File: config.mk
export PLATFORM = sky130hd
export DESIGN_NAME = isa_tx_link
export DESIGN_NICKNAME = d
export VERILOG_FILES = /design/src/rtl/isa_tx_pkg.sv /design/src/rtl/isa_tx_fifo.sv /design/src/rtl/isa_tx_link.sv
export SDC_FILE = /design/constraint.sdc
export NUM_CORES = 1
export LEC_CHECK = 0
export CORE_UTILIZATION = 30
export CTS_BUF_LIST = sky130_fd_sc_hd__clkbuf_4 sky130_fd_sc_hd__clkbuf_8
export DETAILED_ROUTE_END_ITERATION = 10
export GPL_ROUTABILITY_DRIVEN = 0
export PLACE_DENSITY_LB_ADDON = 0.05
export SYNTH_ARGS = -nofsm -noshare
export SYNTH_HDL_FRONTEND = slang
export SYNTH_HIERARCHICAL = 1
export SYNTH_SLANG_ARGS = --single-unit
File: constraint.sdc
create_clock -name I_rd_clk -period 7.3 [get_ports I_rd_clk]
set_input_delay 0.73 -clock I_rd_clk [delete_from_list [all_inputs] [get_ports I_rd_clk]]
set_output_delay 0.73 -clock I_rd_clk [all_outputs]
set_load 0.02 [all_outputs]
File: src/rtl/isa_tx_pkg.sv
// rtl/isa_tx_pkg.sv - shared FSM encoding, beat count and CRC-8 helper for isa_tx_link
package isa_tx_pkg;

  typedef enum logic [1:0] {
    ST_IDLE,
    ST_SYNC,
    ST_DATA,
    ST_CRC
  } tx_state_e;

  localparam logic [7:0] CRC8_POLY = 8'h07;

  function automatic int beats_for(input int lane_w);
    return 64 / lane_w;
  endfunction

  // MSB-first CRC-8, init 0, no reflection, no final XOR
  function automatic logic [7:0] crc8_64(input logic [63:0] word);
    logic [7:0] crc;
    crc = 8'h00;
    for (int i = 63; i >= 0; i--) begin
      if (crc[7] ^ word[i]) crc = {crc[6:0], 1'b0} ^ CRC8_POLY;
      else                  crc = {crc[6:0], 1'b0};
    end
    return crc;
  endfunction

endpackage

File: src/rtl/isa_tx_fifo.sv
// rtl/isa_tx_fifo.sv - single-clock word FIFO with occupancy count
module isa_tx_fifo
  import isa_tx_pkg::*;
#(
  parameter int WIDTH = 64,
  parameter int DEPTH = 8,
  localparam int AW = $clog2(DEPTH)
) (
  input  logic             I_rd_clk,
  input  logic             I_rst_n,
  input  logic             push,
  input  logic [WIDTH-1:0] din,
  input  logic             pop,
  output logic [WIDTH-1:0] dout,
  output logic [AW:0]      count,
  output logic             full,
  output logic             empty
);

  logic [WIDTH-1:0] mem [DEPTH];
  logic [AW-1:0]    wr_ptr;
  logic [AW-1:0]    rd_ptr;
  logic             do_push;
  logic             do_pop;

  assign do_push = push && !full;
  assign do_pop  = pop && !empty;
  assign full    = (count == (AW+1)'(DEPTH));
  assign empty   = (count == '0);
  assign dout    = mem[rd_ptr];

  always_ff @(posedge I_rd_clk) begin
    if (do_push) mem[wr_ptr] <= din;
  end

  always_ff @(posedge I_rd_clk or negedge I_rst_n) begin
    if (!I_rst_n) begin
      wr_ptr <= '0;
      rd_ptr <= '0;
      count  <= '0;
    end else begin
      if (do_push) wr_ptr <= wr_ptr + AW'(1);
      if (do_pop)  rd_ptr <= rd_ptr + AW'(1);
      count <= count + (AW+1)'(do_push) - (AW+1)'(do_pop);
    end
  end

endmodule

File: src/rtl/isa_tx_link.sv
// rtl/isa_tx_link.sv - buffers ISA decode words and serializes framed beats; ISA_TX_CRC8_EN adds a CRC beat
module isa_tx_link
  import isa_tx_pkg::*;
#(
  parameter int          LANE_W     = 16,
  parameter int          FIFO_DEPTH = 8,
  parameter logic [15:0] SYNC_WORD  = 16'hA55A
) (
  input  logic              I_rd_clk,
  input  logic              I_rst_n,
  input  logic [63:0]       I_tx_data,
  input  logic              I_tx_en,
  output logic              O_tx_ready,
  output logic [LANE_W-1:0] O_link_data,
  output logic              O_link_valid,
  input  logic              I_link_ready,
  output logic [31:0]       O_frame_cnt,
  output logic              O_ovf,
  output logic              O_busy
);

  localparam int                BEATS     = beats_for(LANE_W);
  localparam int                CW        = $clog2(FIFO_DEPTH) + 1;
  localparam logic [LANE_W-1:0] SYNC_BEAT = LANE_W'(SYNC_WORD);
  localparam logic [3:0]        LAST_IDX  = 4'(BEATS - 1);

  tx_state_e     state;
  logic [63:0]   shift;
  logic [63:0]   shift_nx;
  logic [63:0]   fifo_dout;
  logic [3:0]    beat_idx;
  logic [CW-1:0] fifo_count;
  logic [CW-1:0] cnt_next;
  logic          fifo_full;
  logic          fifo_empty;
  logic          push;
  logic          pop;
  logic          hs;
  logic          last_beat;
  logic          frame_end;
`ifdef ISA_TX_CRC8_EN
  logic [7:0]    crc;
`endif

  isa_tx_fifo #(
    .WIDTH (64),
    .DEPTH (FIFO_DEPTH)
  ) u_fifo (
    .I_rd_clk (I_rd_clk),
    .I_rst_n  (I_rst_n),
    .push     (push),
    .din      (I_tx_data),
    .pop      (pop),
    .dout     (fifo_dout),
    .count    (fifo_count),
    .full     (fifo_full),
    .empty    (fifo_empty)
  );

  always_comb begin
    push      = I_tx_en && !fifo_full;
    hs        = O_link_valid && I_link_ready;
    last_beat = (state == ST_DATA) && (beat_idx == LAST_IDX);
`ifdef ISA_TX_CRC8_EN
    frame_end = hs && (state == ST_CRC);
`else
    frame_end = hs && last_beat;
`endif
    // The next word is popped on the closing handshake so frames run back-to-back
    pop       = !fifo_empty && ((state == ST_IDLE) || frame_end);
    cnt_next  = fifo_count + CW'(push) - CW'(pop);
    shift_nx  = shift << LANE_W;
  end

  assign O_busy = (state != ST_IDLE) || !fifo_empty;

  // Ready looks at the next occupancy so one late strobe still finds a free slot
  always_ff @(posedge I_rd_clk or negedge I_rst_n) begin
    if (!I_rst_n) begin
      O_tx_ready <= 1'b1;
      O_ovf      <= 1'b0;
    end else begin
      O_tx_ready <= (cnt_next <= CW'(FIFO_DEPTH - 2));
      if (I_tx_en && fifo_full) O_ovf <= 1'b1;
    end
  end

  always_ff @(posedge I_rd_clk or negedge I_rst_n) begin
    if (!I_rst_n) begin
      state        <= ST_IDLE;
      shift        <= '0;
      beat_idx     <= '0;
      O_link_data  <= '0;
      O_link_valid <= 1'b0;
      O_frame_cnt  <= '0;
`ifdef ISA_TX_CRC8_EN
      crc          <= '0;
`endif
    end else begin
      if (pop) begin
        shift <= fifo_dout;
`ifdef ISA_TX_CRC8_EN
        crc   <= crc8_64(fifo_dout);
`endif
      end
      if (frame_end) begin
        O_frame_cnt <= O_frame_cnt + 32'd1;
        if (!fifo_empty) begin
          state       <= ST_SYNC;
          O_link_data <= SYNC_BEAT;
        end else begin
          state        <= ST_IDLE;
          O_link_valid <= 1'b0;
        end
      end else begin
        case (state)
          ST_IDLE: if (!fifo_empty) state <= ST_SYNC;
          ST_SYNC: begin
            if (!O_link_valid) begin
              O_link_valid <= 1'b1;
              O_link_data  <= SYNC_BEAT;
            end else if (I_link_ready) begin
              O_link_data <= shift[63 -: LANE_W];
              beat_idx    <= '0;
              state       <= ST_DATA;
            end
          end
          ST_DATA: begin
            if (hs) begin
`ifdef ISA_TX_CRC8_EN
              if (last_beat) begin
                O_link_data <= LANE_W'(crc);
                state       <= ST_CRC;
              end else
`endif
              begin
                shift       <= shift_nx;
                O_link_data <= shift_nx[63 -: LANE_W];
                beat_idx    <= beat_idx + 4'd1;
              end
            end
          end
          ST_CRC: ;
          default: state <= ST_IDLE;
        endcase
      end
    end
  end

endmodule

-- Word level (Yosys, flattened, before mapping)
Memory sizes are Yosys's and may differ from the RTL's.
Index checks and enable logic that the tools add are counted.
- memories: 1
- input bits: 68
- bits in registers: 131
- memory bits (writable): 512
- logic and storage cells: 84
- order comparisons: 1
- muxes and demuxes: 25
- add/sub/neg operators: 8
- reductions and logical operators: 23
- eq/ne operators: 14
- bitwise gates (word level): 1
- memories (name ; depth ; width ; rd ports ; clocked after Yosys merged registers in ; wr ports ; RTL line ; text):
    u_fifo.mem ; 8 ; 64 ; 1 ; 0 ; 1 ; isa_tx_fifo.sv:20 ; logic [WIDTH-1:0] mem [DEPTH];
- operator list (cell ; number):
    64-bit two-way mux ; 4
    16-bit two-way mux ; 5
    32-bit by 1-bit adder with 32-bit output, second input constant ; 1
    16-bit case mux with 2 select lines ; 1
    4-bit two-way mux ; 3
    3-bit inequality test, second input constant ; 4
    2-bit inequality test, second input constant ; 5
    4-bit by 1-bit adder with 4-bit output ; 2
    1-bit logical AND ; 8
    2-bit two-way mux ; 4
    4-bit case mux with 2 select lines ; 1
    4-bit AND reduction ; 2
    4-bit by 1-bit subtractor with 4-bit output ; 2
    3-bit by 1-bit adder with 3-bit output, second input constant ; 2
    1-bit two-way mux ; 6
    2-bit nonzero test ; 3
    3-bit nonzero test ; 2
    5-bit AND reduction ; 1
    4-bit by 1-bit adder with 4-bit output, second input constant ; 1
    4-bit by 2-bit equality test with 1-bit output, second input constant ; 1
    4-bit equality test, second input constant ; 1
    4-bit by 3-bit less-or-equal comparator with 1-bit output, second input constant ; 1
    4-bit logical NOT ; 1
    4-bit inequality test, second input constant ; 1
    8 further kinds ; 10

-- Depth between registers and ports, before layout
- word-level depth: 9
- gate-level depth with buffers: 17

-- By module
Netlist, hierarchy kept.
- by module, submodules not included (module ; seq. area each (µm²) ; area an instance (µm²) ; instances ; cells each):
    isa_tx_fifo ; 15625.0 ; 19792.7 ; 1 ; 796
    isa_tx_link ; 3029.2 ; 6043.3 ; 1 ; 619

-- Least setup slack after synthesis
Ideal clock, no wire load.
- kind: register to register
- from: reg u_fifo.count[2]
- to: mem u_fifo.mem[0][0], enable pin
- arrival time: 7375 ps
- slack: -719 ps
- required time: 6656 ps
- stages on the path, launching flop included: 9
- period minus slack after synthesis: 8019 ps
- library setup time: 644 ps
- path through: dfrtp_1 inv_1 ha_1 or3b_2 inv_1 nand2b_1 inv_1 nand2_1 nor4_1
- word-level cells in the longest chain between the ends: 6
- ends and longest elaborated chain (item ; RTL line ; text):
    from (decl) ; isa_tx_fifo.sv:15 ; output logic [AW:0] count,
    from (signal assigned) ; isa_tx_fifo.sv:44 ; count <= count + (AW+1)'(do_push) - (AW+1)'(do_pop);
    4-bit equality test ; isa_tx_fifo.sv:28 ; assign full = (count == (AW+1)'(DEPTH));
    named net fifo_full ; isa_tx_link.sv:34 ; logic fifo_full;
    1-bit logical NOT ; isa_tx_link.sv:61 ; push = I_tx_en && !fifo_full;
    1-bit logical AND ; isa_tx_link.sv:61 ;
    named net push ; isa_tx_link.sv:36 ; logic push;
    1-bit logical AND ; isa_tx_fifo.sv:26 ; assign do_push = push && !full;
    1-bit two-way mux ; isa_tx_fifo.sv:33 ; if (do_push) mem[wr_ptr] <= din;
    1-bit two-way mux (not written as such) ; isa_tx_fifo.sv:33 ;
    to (decl) ; isa_tx_fifo.sv:20 ;
The timed path passes the listed nets, and every way through them passes these cells.

-- Worst setup path after layout
- from: reg state[0]
- to: reg u_fifo.count[1]
- word-level cells in the longest chain between the ends: 7
- elaborated cells on any way between the ends: 8
- ends and longest elaborated chain (item ; RTL line ; text):
    from (decl) ; isa_tx_link.sv:27 ; tx_state_e state;
    from (signal assigned) ; isa_tx_link.sv:90 ; state <= ST_IDLE;
    from (signal assigned) ; isa_tx_link.sv:109 ; state <= ST_SYNC;
    from (signal assigned) ; isa_tx_link.sv:112 ; state <= ST_IDLE;
    2-bit equality test ; isa_tx_link.sv:63 ; last_beat = (state == ST_DATA) && (beat_idx == LAST_IDX);
    1-bit logical AND ; isa_tx_link.sv:63 ;
    1-bit logical AND ; isa_tx_link.sv:67 ; frame_end = hs && last_beat;
    1-bit logical OR * ; isa_tx_link.sv:70 ; pop = !fifo_empty && ((state == ST_IDLE) || frame_end);
    1-bit logical AND * ; isa_tx_link.sv:70 ;
    named net pop ; isa_tx_link.sv:37 ; logic pop;
    1-bit logical AND * ; isa_tx_fifo.sv:27 ; assign do_pop = pop && !empty;
    named net u_fifo.do_pop ; isa_tx_fifo.sv:24 ; logic do_pop;
    4-bit by 1-bit subtractor with 4-bit output * ; isa_tx_fifo.sv:44 ;
Mark *: on every way through the listed nets, which the timed path passes. The rest lies on a longest branch.
A chain may end at the register's enable or synchronous reset.

==> metrics.json <==
{
  "timing": {
    "timing.slew.headroom": 0.206,
    "maximum_clock_frequency_mhz": 239,
    "layout_setup_ws_ns": 3.12,
    "hold_violations": 0,
    "setup_viol_count_final": 0,
    "totalNegativeSetupSlack_ns": 0,
    "rsz_0062_raised_after_global_routing": "no",
    "finClkSkew_ns": 0.0503,
    "final_max_slew_viol_count": 0,
    "period_minus_slack_ns": 4.18,
    "layout_worst_path_cycle_share": 0.572,
    "worst_slew_pin_slew_ns": 1.19
  },
  "worst_setup_path": {
    "critical-path-top-cell-by-count": "inv_1",
    "path_max_fanout": 50,
    "worst_ep_arrival_time_ns": 4.78,
    "timing.critical_path.required_ns": 7.90,
    "slowest_stage": "a21o_1",
    "setup.worst_path.end_class": "flip-flop",
    "endpoint_of_the_worst_register_to_register_path": "u_fifo/count[1]$_DFF_PN0_",
    "max_stage_delay_ns": 0.63,
    "reg2regPathDepth": 15,
    "worstPathCellList": "inv_1, ha_1, and3_1, a21o_1, nand2_2, buf_4, inv_2, nand2b_1, inv_1, ha_1, inv_1, ha_1, inv_1, fa_1, inv_1",
    "setup.worst_path.class": "reg -> reg",
    "path_delay_family": "adder cells",
    "timing.rr.start": "state[0]$_DFFE_PN0P_",
    "path_buf_inv": 7,
    "crit_path_depth": 15,
    "ff2ff_setup_slack_ns": 3.12,
    "worst_setup_path_start_kind": "flip-flop"
  },
  "route": {
    "drcViolationCount": 0,
    "drt-vias-per-instance": 4.79,
    "number_of_optimization_iterations_in_the_first_detailed_route_pass": 5,
    "dr_total_vias": 13614,
    "initialDrtViolationCount": 703,
    "drt-total-wl_um": 66200,
    "wire_per_inst_um": 23.3,
    "antenna_violating_nets_post_route": 0
  },
  "flow_run": {
    "drv.max_cap_violation_count": 0
  },
  "global_route": {
    "grt_start_max_net_pins": 97,
    "global_route_wire_length_before_repair_um": 99300,
    "globalRouteOverflowTotal": 0,
    "grt_pass1_vias": 14651,
    "initial_antenna_violation_count": 5,
    "grt_util_all_layers": 0.155
  },
  "hold_path": {
    "timing.hold.worst.class": "in -> async"
  },
  "synthesis": {
    "netlist-cell-type-count": 53,
    "postSynthRegisterBits": 643,
    "ys_dominant_reg_cell": "edfxtp_1",
    "synth_nets": 1501,
    "synth_seq_area_share": 0.722,
    "cells_after_synth": 1415,
    "post_synthesis_cell_area_mm2": 0.0258,
    "synth_edf_count": 512,
    "postSynth.asyncResetShare": 0.204,
    "synthesis.yosys.warnings": 6,
    "syn-mean-instance-area_um2": 18.3
  },
  "clock_tree": {
    "tritoncts_num_sinks": 643,
    "clk_latency_worst_skew_pair_ns": 0.73,
    "cts_inserted_buffers": 114,
    "clk_slew_on_worst_s_h_paths_ns": 0.06,
    "cts_buffer_depth": 3,
    "h-tree-depth": 3,
    "cts.hold.buffers_added": 0,
    "tritoncts": "built",
    "cts.repair_timing.setup_buffer_count": 0,
    "cts_repair_resize_count": 0,
    "cts.root.buffer_cell": "clkbuf_8"
  },
  "cells_and_area": {
    "filler_cell_count": 8060,
    "final_net_count": 1681,
    "areaGrowthSynthToFinish_pct": 18.7,
    "final_layout_size_suffix_gt1_frac": 0.264
  },
  "power_and_ir_drop": {
    "worst_ir_drop_vdd_uv": 214,
    "p_leak_nw": 10.5,
    "power_density_mw_per_mm2": 402
  },
  "placement": {
    "detailedPlacementHpwl_um": 37700,
    "placement.io_buffers": 119,
    "dp_slack_ns": 2.98
  },
  "floorplan": {
    "dieWidth_um": 295,
    "die_height_um": 295,
    "die_area_mm2": 0.0873,
    "core-area_mm2": 0.0853,
    "initial_utilization": 0.303,
    "i_o_pins": 120,
    "std_cell_rows": 107
  },
  "outcome": {
    "run_status": "complete, no violations"
  }
}
metal layers:
layer / wire length (um) / vias up / track usage
met5: 24 / - / 0
met4: 1250 / 4 / 0.0463
met3: 3020 / 99 / 0.0319
met2: 32200 / 305 / 0.256
li1: - / 6040 / -
met1: 29700 / 7166 / 0.206
metrics by stage:
stage          total power [mW]  area [um^2]  utilization  cells  hold WS (ns)
2_1_floorplan              7.78        25800            -   1415         0.434
3_3_place_gp               9.18        28300        0.332   2623         0.446
3_5_place_dp               9.19        28300        0.332   2623         0.452
4_1_cts                    12.7        30600        0.359   2837        0.0483
5_1_grt                    13.1        30700        0.359   2842         0.107
6_report                   12.3        30700        0.359   2843        0.0677
final cells by class:
cell class / count / area, um^2 / area share
sequential: 643 / 18700 / 0.609
multi-input combinational: 664 / 6710 / 0.219
clock buffer: 185 / 2150 / 0.0700
tap: 1144 / 1430 / 0.0467
timing repair buffer: 146 / 1410 / 0.0459
clock inverter: 29 / 188 / 0.00612
inverter: 26 / 97.6 / 0.00318
antenna: 6 / 15.0 / 0.000490
sequential cells by signal (all words and copies together) (netlist names):
name and flops:
O_link_valid 1, u_fifo/wr_ptr 3, O_tx_ready 1, O_link_data 16, O_ovf 1, u_fifo/mem 512
state 2, O_frame_cnt 32, u_fifo/rd_ptr 3, u_fifo/count 4, beat_idx 4, shift 64
worst max path at each step:
stage	startpoint	to
finish	state[0]$_DFFE_PN0P_	u_fifo/count[1]$_DFF_PN0_
global placement	I_link_ready	u_fifo/count[2]$_DFF_PN0_
global route	state[0]$_DFFE_PN0P_	u_fifo/count[1]$_DFF_PN0_
detailed placement	I_link_ready	u_fifo/count[1]$_DFF_PN0_
CTS	state[0]$_DFFE_PN0P_	u_fifo/count[1]$_DFF_PN0_
floorplan	u_fifo/count[2]$_DFF_PN0_	u_fifo/mem[2][0]$_DFFE_PP_
worst reg2reg max path, stage by stage (launching register included):
cell and delay [ns]:
dfrtp_1 0.41, inv_1 0.09, ha_1 0.57, and3_1 0.49, a21o_1 0.63, nand2_2 0.09, buf_4 0.34, inv_2 0.18
nand2b_1 0.14, inv_1 0.09, ha_1 0.22, inv_1 0.05, ha_1 0.16, inv_1 0.05, fa_1 0.48, inv_1 0.04
cell families (layout without fill, tap and decap cells):
family / Yosys count / after routing / synth area share
DFF: 643 / 643 / 0.722
and+or+nand+nor: 228 / 228 / 0.0426
muxes: 195 / 195 / 0.141
AOI/OAI and AO/OA: 180 / 180 / 0.0493
buffers and inverters: 108 / 386 / 0.0214
xor gates and xnor gates: 43 / 43 / 0.0146
adders and majority gates: 18 / 18 / 0.00930
other: 0 / 6 / 0
cells in the mapped netlist, types with 19 or more instances:
library cell / count / area, um^2
nor2_1: 20 / 75.1
edfxtp_1: 512 / 15400
a21oi_1: 22 / 110
xor2_1: 25 / 219
nand2_1: 121 / 454
o211ai_1: 96 / 721
nand3_1: 29 / 145
mux4_2: 128 / 2880
mux2_2: 67 / 754
o21ai_0: 19 / 95.1
inv_1: 24 / 90.1
clkbuf_1: 31 / 116
dfrtp_1: 130 / 3250
power by group:
group	switching, mW	leakage [nW]	internal [mW]	total, mW
Combinational	2.12	2.93	1.69	3.81
Sequential	0.447	6.27	4.71	5.16
Clock	1.48	1.25	1.89	3.37
cells in the final DEF, fill, tap and decap left out, types with 18 or more instances in the layout:
| master | netlist | routed |
|---|---|---|
| buf_4 | 9 | 26 |
| clkbuf_8 | 0 | 121 |
| dfrtp_1 | 130 | 127 |
| nand2_1 | 121 | 121 |
| xor2_1 | 25 | 25 |
| inv_1 | 24 | 24 |
| a21oi_1 | 22 | 22 |
| edfxtp_1 | 512 | 512 |
| xnor2_1 | 18 | 18 |
| clkbuf_4 | 0 | 64 |
| o211ai_1 | 96 | 96 |
| mux2_2 | 67 | 67 |
| clkinv_1 | 1 | 18 |
| nand3_1 | 29 | 29 |
| mux4_2 | 128 | 128 |
| clkdlybuf4s50_1 | 0 | 118 |
| o21ai_0 | 19 | 19 |
Note: power is estimated with default switching activity, not from simulation.
